## src/rtl/wb_burst_reader_pkg.sv

```systemverilog
// Shared definitions for the Wishbone burst reader: cycle-type and burst-type codes,
// the controller state encoding and a small helper used to size bursts.
package wb_burst_reader_pkg;

  localparam logic [2:0] CTI_CLASSIC = 3'b000;
  localparam logic [2:0] CTI_INC     = 3'b010;
  localparam logic [2:0] CTI_EOB     = 3'b111;
  localparam logic [1:0] BTE_LINEAR  = 2'b00;

  typedef enum logic [1:0] {
    StIdle,
    StWaitSpace,
    StBurst,
    StDrain
  } state_e;

  function automatic logic [15:0] min_u16(input logic [15:0] a, input logic [15:0] b);
    return (a < b) ? a : b;
  endfunction

endpackage

```

## src/rtl/wb_burst_fifo.sv

```systemverilog
// Synchronous show-ahead FIFO used to buffer read beats for the stream side.
// Ports:
//   clk, rst     clock, synchronous active-high reset (flushes contents)
//   push, wdata  write request and data
//   pop          read request; rdata always shows the oldest entry
//   rdata        head-of-queue data (valid when !empty)
//   full, empty  occupancy flags
//   free         number of unoccupied entries
module wb_burst_fifo #(
  parameter int unsigned DEPTH = 16,
  parameter int unsigned DW    = 32,
  parameter int unsigned CW    = $clog2(DEPTH) + 1
) (
  input  logic          clk,
  input  logic          rst,
  input  logic          push,
  input  logic [DW-1:0] wdata,
  input  logic          pop,
  output logic [DW-1:0] rdata,
  output logic          full,
  output logic          empty,
  output logic [CW-1:0] free
);

  localparam int unsigned PW = (DEPTH > 1) ? $clog2(DEPTH) : 1;

  logic [DW-1:0] mem_q [DEPTH];
  logic [PW-1:0] wr_ptr_q, rd_ptr_q;
  logic [PW-1:0] wr_ptr_next, rd_ptr_next;
  logic [CW-1:0] count_q;
  logic          do_push, do_pop;

  assign empty = (count_q == '0);
  assign full  = (count_q == CW'(DEPTH));
  assign free  = CW'(DEPTH) - count_q;
  assign rdata = mem_q[rd_ptr_q];

  assign do_pop  = pop && !empty;
  // A push into a full FIFO is accepted only when a pop frees the slot in the same cycle.
  assign do_push = push && (!full || do_pop);

  assign wr_ptr_next = (wr_ptr_q == PW'(DEPTH - 1)) ? '0 : wr_ptr_q + 1'b1;
  assign rd_ptr_next = (rd_ptr_q == PW'(DEPTH - 1)) ? '0 : rd_ptr_q + 1'b1;

  always_ff @(posedge clk) begin
    if (rst) begin
      wr_ptr_q <= '0;
      rd_ptr_q <= '0;
      count_q  <= '0;
    end else begin
      if (do_push) wr_ptr_q <= wr_ptr_next;
      if (do_pop)  rd_ptr_q <= rd_ptr_next;
      count_q <= count_q + CW'(do_push) - CW'(do_pop);
    end
  end

  always_ff @(posedge clk) begin
    if (do_push) mem_q[wr_ptr_q] <= wdata;
  end

endmodule

```

## src/rtl/wb_burst_reader.sv

```systemverilog
// Wishbone B3 master that reads a word-aligned region using incrementing linear bursts
// and forwards the words on a valid/ready stream through an internal FIFO.
// Ports:
//   wb_clk_i, wb_rst_i        clock, synchronous active-high reset
//   start_i, base_adr_i, len_i  transfer request (byte address, length in words)
//   busy_o, done_o, err_o     status: busy, one-cycle done pulse, sticky bus error
//   wbm_*                     Wishbone B3 master interface (read only)
//   m_data_o, m_valid_o, m_ready_i  show-ahead output stream
module wb_burst_reader
  import wb_burst_reader_pkg::*;
#(
  parameter int unsigned AW         = 32,
  parameter int unsigned DW         = 32,
  parameter int unsigned BURST_LEN  = 8,
  parameter int unsigned FIFO_DEPTH = 16
) (
  input  logic            wb_clk_i,
  input  logic            wb_rst_i,
  input  logic            start_i,
  input  logic [AW-1:0]   base_adr_i,
  input  logic [15:0]     len_i,
  output logic            busy_o,
  output logic            done_o,
  output logic            err_o,
  output logic [AW-1:0]   wbm_adr_o,
  output logic [DW/8-1:0] wbm_sel_o,
  output logic            wbm_we_o,
  output logic            wbm_cyc_o,
  output logic            wbm_stb_o,
  output logic [2:0]      wbm_cti_o,
  output logic [1:0]      wbm_bte_o,
  input  logic [DW-1:0]   wbm_dat_i,
  input  logic            wbm_ack_i,
  input  logic            wbm_err_i,
  input  logic            wbm_rty_i,
  output logic [DW-1:0]   m_data_o,
  output logic            m_valid_o,
  input  logic            m_ready_i
);

  localparam int unsigned CW = $clog2(FIFO_DEPTH) + 1;
  localparam int unsigned BW = $clog2(BURST_LEN) + 1;

  state_e        state_q, state_d;
  logic [AW-1:0] adr_q, adr_d;
  logic [15:0]   rem_q, rem_d;
  logic [BW-1:0] beat_q, beat_d;
  logic          cyc_q, cyc_d;
  logic [2:0]    cti_q, cti_d;
  logic          busy_q, busy_d;
  logic          done_q, done_d;
  logic          err_q, err_d;

  logic          fifo_push, fifo_empty, fifo_full;
  logic [CW-1:0] fifo_free;
  logic [15:0]   beats;
  logic          bus_err;

  // Byte-lane bits of the base address are dropped; the region is always word aligned.
  logic unused_base_lsbs;
  assign unused_base_lsbs = ^base_adr_i[1:0];

  assign beats   = min_u16(rem_q, 16'(BURST_LEN));
  assign bus_err = cyc_q && (wbm_err_i || wbm_rty_i);

  always_comb begin
    state_d   = state_q;
    adr_d     = adr_q;
    rem_d     = rem_q;
    beat_d    = beat_q;
    cyc_d     = cyc_q;
    cti_d     = cti_q;
    busy_d    = busy_q;
    done_d    = 1'b0;
    err_d     = err_q;
    fifo_push = 1'b0;

    unique case (state_q)
      StIdle: begin
        if (start_i) begin
          adr_d   = {base_adr_i[AW-1:2], 2'b00};
          rem_d   = len_i;
          err_d   = 1'b0;
          busy_d  = 1'b1;
          state_d = (len_i == 16'd0) ? StDrain : StWaitSpace;
        end
      end
      StWaitSpace: begin
        // Reserve room for the whole burst up front so acks never meet a full FIFO.
        if (16'(fifo_free) >= beats) begin
          cyc_d   = 1'b1;
          beat_d  = BW'(beats);
          cti_d   = (beats == 16'd1) ? CTI_EOB : CTI_INC;
          state_d = StBurst;
        end
      end
      StBurst: begin
        if (bus_err) begin
          cyc_d   = 1'b0;
          cti_d   = CTI_CLASSIC;
          err_d   = 1'b1;
          rem_d   = 16'd0;
          state_d = StDrain;
        end else if (wbm_ack_i) begin
          fifo_push = 1'b1;
          adr_d     = adr_q + AW'(4);
          rem_d     = rem_q - 16'd1;
          beat_d    = beat_q - BW'(1);
          if (beat_q == BW'(1)) begin
            cyc_d   = 1'b0;
            cti_d   = CTI_CLASSIC;
            state_d = (rem_q == 16'd1) ? StDrain : StWaitSpace;
          end else if (beat_q == BW'(2)) begin
            cti_d = CTI_EOB;
          end
        end
      end
      StDrain: begin
        if (fifo_empty) begin
          done_d  = 1'b1;
          busy_d  = 1'b0;
          state_d = StIdle;
        end
      end
      default: state_d = StIdle;
    endcase
  end

  always_ff @(posedge wb_clk_i) begin
    if (wb_rst_i) begin
      state_q <= StIdle;
      adr_q   <= '0;
      rem_q   <= '0;
      beat_q  <= '0;
      cyc_q   <= 1'b0;
      cti_q   <= CTI_CLASSIC;
      busy_q  <= 1'b0;
      done_q  <= 1'b0;
      err_q   <= 1'b0;
    end else begin
      state_q <= state_d;
      adr_q   <= adr_d;
      rem_q   <= rem_d;
      beat_q  <= beat_d;
      cyc_q   <= cyc_d;
      cti_q   <= cti_d;
      busy_q  <= busy_d;
      done_q  <= done_d;
      err_q   <= err_d;
    end
  end

  wb_burst_fifo #(
    .DEPTH (FIFO_DEPTH),
    .DW    (DW),
    .CW    (CW)
  ) u_fifo (
    .clk   (wb_clk_i),
    .rst   (wb_rst_i),
    .push  (fifo_push),
    .wdata (wbm_dat_i),
    .pop   (m_ready_i),
    .rdata (m_data_o),
    .full  (fifo_full),
    .empty (fifo_empty),
    .free  (fifo_free)
  );

  logic unused_fifo_full;
  assign unused_fifo_full = fifo_full;

  assign busy_o    = busy_q;
  assign done_o    = done_q;
  assign err_o     = err_q;
  assign wbm_adr_o = adr_q;
  assign wbm_sel_o = '1;
  assign wbm_we_o  = 1'b0;
  assign wbm_cyc_o = cyc_q;
  assign wbm_stb_o = cyc_q;
  assign wbm_cti_o = cti_q;
  assign wbm_bte_o = BTE_LINEAR;
  assign m_valid_o = !fifo_empty;

endmodule

```

## config.mk

```make
export PLATFORM = sky130hd
export DESIGN_NAME = wb_burst_reader
export DESIGN_NICKNAME = d
export VERILOG_FILES = /design/src/rtl/wb_burst_reader_pkg.sv /design/src/rtl/wb_burst_fifo.sv /design/src/rtl/wb_burst_reader.sv
export SDC_FILE = /design/constraint.sdc
export NUM_CORES = 1
export LEC_CHECK = 0
export ABC_AREA = 1
export BUFFER_PORTS_ARGS = -buffer_cell sky130_fd_sc_hd__buf_2
export CORE_MARGIN = 4
export CORE_UTILIZATION = 35
export CTS_CLUSTER_DIAMETER = 100
export DETAILED_ROUTE_END_ITERATION = 8
export PLACE_DENSITY = 0.48
export SLEW_MARGIN = 20
export SYNTH_ARGS = -nofsm -noshare
export SYNTH_HDL_FRONTEND = slang
export SYNTH_SLANG_ARGS = --single-unit
```

## constraint.sdc

```tcl
create_clock -name wb_clk_i -period 4.65 [get_ports wb_clk_i]
set_clock_uncertainty 0.2 [all_clocks]
set_input_delay 0.93 -clock wb_clk_i [delete_from_list [all_inputs] [get_ports wb_clk_i]]
set_output_delay 0.93 -clock wb_clk_i [all_outputs]
set_load 0.01 [all_outputs]
```

==> impl_metrics.ini, run 1 <==
[clock_tree]
path_clk_slew_ns = 0.06
clk_latency_ns = 0.61
cts_sinks = 587
hold_buffers = 0
cts_max_level = 3
cts-resized-gates = 0
clockBufferDepth = 3
post_cts_buffers = 0
cts_tree = built
root_buffer = clkbuf_16
numCtsBuffers = 68

[routing]
totalWireLength_um = 67000
ant_nets = 0
wl_per_cell_um = 20.1
wl_met1_um = 30300
drt_iter0_drc = 1269
highest_layer = met5
via_count = 16700
via_per_inst = 5.00
dr_wl_met3_um = 2950
wl_met2_um = 32300
firstDrtPassIters = 7
drc_errors = 0

[grt]
grt_pass1_vias = 16400
grt_overflow_total = 0
track_usage = 0.169
grt_pass1_wl_um = 102000
antenna_found_initial = 5
grt_start_max_net_pins = 129

[synth]
yosys-top-cells-area = edfxtp_1 60%, dfxtp_1 5.9%, mux2i_1 5.0%
synth_edf_count = 512
yosys_warnings = 0
synth_cell_types = 45
synthTopCellsByCount = 512 x edfxtp_1, 244 x nand2_1, 208 x a21oi_1
synth-seq-cells = 587
synthCells = 2181
seq_area_frac_synth = 0.658
yosysMostFrequentCell = edfxtp_1
async_reset_ff_frac = 0
synth_ff_type = edfxtp_1
synth_top_area_cell = edfxtp_1
avgSynthCellArea_um2 = 11.8
netlist.area_leader.share = 0.600
synth_area_mm2 = 0.0256

[hold_path]
min_path_type = reg -> reg
hp-start = wbm_cti_o[1]
min_path_cells = 2
hold_end = wbm_cti_o[1]

[die]
dieArea_mm2 = 0.0776
fp.dieW_um = 279
ios = 167
rows = 98
chipHeight_um = 279
coreArea_mm2 = 0.0721
start_util = 0.356

[timing]
hold_ws_ns = 0.271
worst_slew_pin_slew_ns = 1.09
rsz0062_at_grt = false
setup_slack_ns = 0.695
fin_tns_setup_ns = 0
period_share = 0.851
slew_headroom = 0.272
finalCriticalPeriod_ns = 3.96
final_max_slew_viol_count = 0
setup_viol = 0
timing.fmax_ghz = 0.253
hold_viol_final = 0

[final_layout]
post-route-util = 0.410
drive_above_1_share = 0.138
syn_to_final_growth_pct = 15.3
fin_area_mm2 = 0.0295
fin_nets = 2449

[setup_path]
worstPathArrival_ns = 2.83
end_kind = primary output
crit_type = reg -> out
rr_worst_depth = 13
cp_max_fo = 43
required_ns = 3.52
reg2reg_slack_ns = 1.07
r2r-end = u_fifo.mem_q[14][17]
rr_startpoint = u_fifo.count_q[1]
critPathLaunchType = flip-flop

[place]
port-buffer-count = 155
place_ws_ns = 0.647
gp_congestion = 0.853
dp_hpwl_um = 37600
place_area_mm2 = 0.0275

[status]
status = finished, final reports clean

[pwr]
leakage_nw = 10.3
power_density_mw_per_mm2 = 533
ir_drop_v = 0.000354

[job]
max_cap_viol_count = 0
## flip-flops by register name, summed over array words and instances (netlist names), named ones only
register,flops
err_o,1
beat_q,4
busy_o,1
u_fifo.rd_ptr_q,4
state_q,2
done_o,1
wbm_cti_o,2
u_fifo.wr_ptr_q,4
wbm_cyc_o,1
u_fifo.mem_q,512
rem_q,16
wbm_adr_o,30
u_fifo.count_q,5
## cells by family (layout without fill, tap and decap cells)
family | count (synthesis) | count (layout) | synth area share
muxes | 128 | 128 | 0.0500
other | 2 | 12 | 0.000293
DFF | 587 | 587 | 0.658
xor gates and xnor gates | 11 | 11 | 0.00376
and+or+nand+nor | 518 | 518 | 0.0848
buffers and inverters | 333 | 526 | 0.0606
AOI/OAI and AO/OA | 570 | 570 | 0.126
adders and majority gates | 32 | 32 | 0.0159
## cell usage in the layout (no fill, tap or decap), drive strengths merged
cell      count
inv         209
diode         2
dfxtp        75
ha           31
fa            1
o21ai       211
conb         10
nor2        161
clkbuf       92
edfxtp      512
a21oi       209
a31oi         4
a31o          2
nor4          2
o31ai         1
bufinv        2
o211ai      131
a21o          1
buf         199
xnor2         2
nand2       246
o22ai         3
clkinvlp      1
nor3b         2
mux2i       128
o21bai        4
nand4         9
nor3         12
or2           1
a211oi        3
nand3b       15
nand3        70
a221oi        1
clkinv       23
xor2          9
## worst max-delay path, cell delays in order (launching register included)
cell and delay [ns]:
dfxtp_4 0.34, buf_4 0.52, buf_4 0.66, o211ai_1 0.22, nand3_1 0.16, nand2_1 0.11, buf_2 0.16
## power breakdown
group / internal, mW / leakage (nW) / switching (mW) / total [mW]
clock network: 2.84 / 0.991 / 2.13 / 4.97
registers: 5.99 / 5.22 / 0.337 / 6.33
logic: 1.62 / 4.13 / 2.81 / 4.44
## metal layers
metal  global-route usage  vias to the layer above
met5                    0                        -
met4               0.0438                        2
met2                0.284                      350
met3               0.0301                       91
met1                0.228                     8135
li1                     -                     8106
## how the worst max path moves through the flow
stage                     startpoint                    to  slack (ns)
after floorplan            wbm_rty_i   u_fifo.mem_q[11][0]        0.94
after global placement     wbm_rty_i  u_fifo.mem_q[14][26]        0.69
after detailed placement   wbm_rty_i  u_fifo.mem_q[14][26]        0.65
after CTS                  flip-flop           m_data_o[5]        0.62
after global routing       flip-flop           m_data_o[7]        0.52
final                      flip-flop           m_data_o[5]        0.69
## cell type report
type | count | area [um2]
antenna | 2 | 5.00
clock buffer | 92 | 1790
clock inverter | 30 | 260
fill | 6876 | 42600
inverter | 205 | 772
multi-input combinational | 1269 | 7360
sequential | 587 | 16900
tap | 950 | 1190
timing repair buffer | 199 | 1280
## per-stage QoR
step | cells | power [mW]
detailed placement | 3210 | 10.9
global placement | 3210 | 10.9
finish | 3334 | 15.7
CTS | 3332 | 16.0
global route | 3334 | 16.7
floorplan | 2189 | 9.72
(Power assumes the default switching activity.)
==> inputs of run 2 (changes only) <==
- RECOVER_POWER: default -> 25
==> impl_metrics.ini, run 2 (synthesis gave the netlist of run 1 again) <==
[status]
status = finished, final reports clean

[final_layout]
drive_above_1_share = 0.128
fin_area_mm2 = 0.0295
final_common_cell = edfxtp_1
fin_nets = 2449
layout_common_cells = 512 x edfxtp_1, 244 x nand2_1, 208 x a21oi_1
top_register = u_fifo.mem_q
largest_reg_flops = 512
syn_to_final_growth_pct = 15.1
fill_cells = 6873

[hold_path]
min_path_type = reg -> reg
hp-start = wbm_cti_o[1]
hold_end = wbm_cti_o[1]
min_path_cells = 2

[timing]
setup_slack_ns = 0.683
timing.fmax_ghz = 0.252
final_max_slew_viol_count = 0
finalCriticalPeriod_ns = 3.97
slew_headroom = 0.263
worst_slew_pin_slew_ns = 1.10
hold_viol_final = 0
fin_tns_setup_ns = 0
period_share = 0.853
rsz0062_at_grt = false
setup_viol = 0

[setup_path]
reg2reg_slack_ns = 1.08
cp_max_fo = 43
crit_type = reg -> out
crit_path_cell_trace = buf_4 > buf_4 > o211ai_1 > nand3_1 > nand2_1 > buf_2
rr_worst_depth = 13
critPathBufInv = 3
rr_startpoint = u_fifo.count_q[1]
slowest_stage = buf_4
crit_family = buffers and inverters
critPathLaunchType = flip-flop
critPathMaxStageDelay_ns = 0.67
end_kind = primary output
crit_path_frequent_cell = buf_4
required_ns = 3.52
r2r-end = u_fifo.mem_q[14][17]
worstPathArrival_ns = 2.84

[grt]
antenna_found_initial = 2
grt_pass1_wl_um = 102000
grt_start_max_net_pins = 129
track_usage = 0.169
grt_overflow_total = 0
grt_pass1_vias = 16400

[routing]
via_count = 16700
totalWireLength_um = 67000
via_per_inst = 5.01
drt_iter0_drc = 1320
firstDrtPassIters = 6
wl_per_cell_um = 20.1
ant_nets = 0
drc_errors = 0

[die]
ios = 167
rows = 98
dieArea_mm2 = 0.0776
start_util = 0.356
coreArea_mm2 = 0.0721
fp.dieW_um = 279
chipHeight_um = 279

[clock_tree]
root_buffer = clkbuf_16
cts_max_level = 3
cts-resized-gates = 0
clk_latency_ns = 0.61
clockBufferDepth = 3
post_cts_buffers = 0
numCtsBuffers = 68
cts_sinks = 587
path_clk_slew_ns = 0.06
hold_buffers = 0
cts_tree = built

[job]
max_cap_viol_count = 0

[pwr]
power_density_mw_per_mm2 = 533
leakage_nw = 10.3
ir_drop_v = 0.000354

[place]
place_area_mm2 = 0.0275
place_ws_ns = 0.647
port-buffer-count = 155
gp_congestion = 0.853
dp_hpwl_um = 37600
[run 2: worst register-to-register path, stage by stage, from the launching register on]
cell,delay (ns)
dfxtp_1,0.39
inv_1,0.11
ha_1,0.21
nand2_1,0.06
inv_1,0.05
ha_1,0.21
inv_1,0.10
nand2_1,0.17
a21oi_1,0.19
nand2_1,0.24
inv_2,0.21
nand2_1,0.26
nor2_4,0.46
buf_4,0.38
[run 2: worst max path at each step]
stage	depth (start not counted)	from	end	slack [ns]
finish	6	flip-flop	m_data_o[5]	0.68
global route	6	flip-flop	m_data_o[7]	0.52
CTS	6	flip-flop	m_data_o[5]	0.62
detailed placement	10	wbm_rty_i	u_fifo.mem_q[14][26]	0.65
global placement	10	wbm_rty_i	u_fifo.mem_q[14][26]	0.69
floorplan	7	wbm_rty_i	u_fifo.mem_q[11][0]	0.94
[run 2: power by group]
part	internal (mW)	switching [mW]	leakage [nW]
registers	5.99	0.335	5.22
logic	1.62	2.81	4.06
clock network	2.84	2.13	0.991
total	10.5	5.28	10.3
[run 2: cell type report]
type | count | area, um2 | area share
Multi-Input combinational cell | 1269 | 7360 | 0.249
Clock buffer | 92 | 1790 | 0.0607
Sequential cell | 587 | 16900 | 0.572
Clock inverter | 30 | 260 | 0.00882
Antenna cell | 1 | 2.50 | 0.0000848
Tap cell | 950 | 1190 | 0.0403
Inverter | 205 | 772 | 0.0262
Timing Repair Buffer | 199 | 1250 | 0.0425
[run 2: through the flow]
| step | cells | hold WS, ns | power [mW] | util |
|---|---|---|---|---|
| finish | 3333 | 0.271 | 15.7 | 0.409 |
| global route | 3333 | 0.289 | 16.7 | 0.409 |
| CTS | 3332 | 0.275 | 16.0 | 0.410 |
| detailed placement | 3210 | 0.260 | 10.9 | 0.381 |
| global placement | 3210 | 0.258 | 10.9 | 0.381 |
| floorplan | 2189 | 0.255 | 9.72 | - |
[run 2: metal layers]
layer / vias up / GRT usage / routed length (um)
met4: 2 / 0.0438 / 1330
met1: 8155 / 0.228 / 30000
li1: 8100 / - / -
met3: 84 / 0.0301 / 3220
met2: 357 / 0.284 / 32400
met5: - / 0 / 7
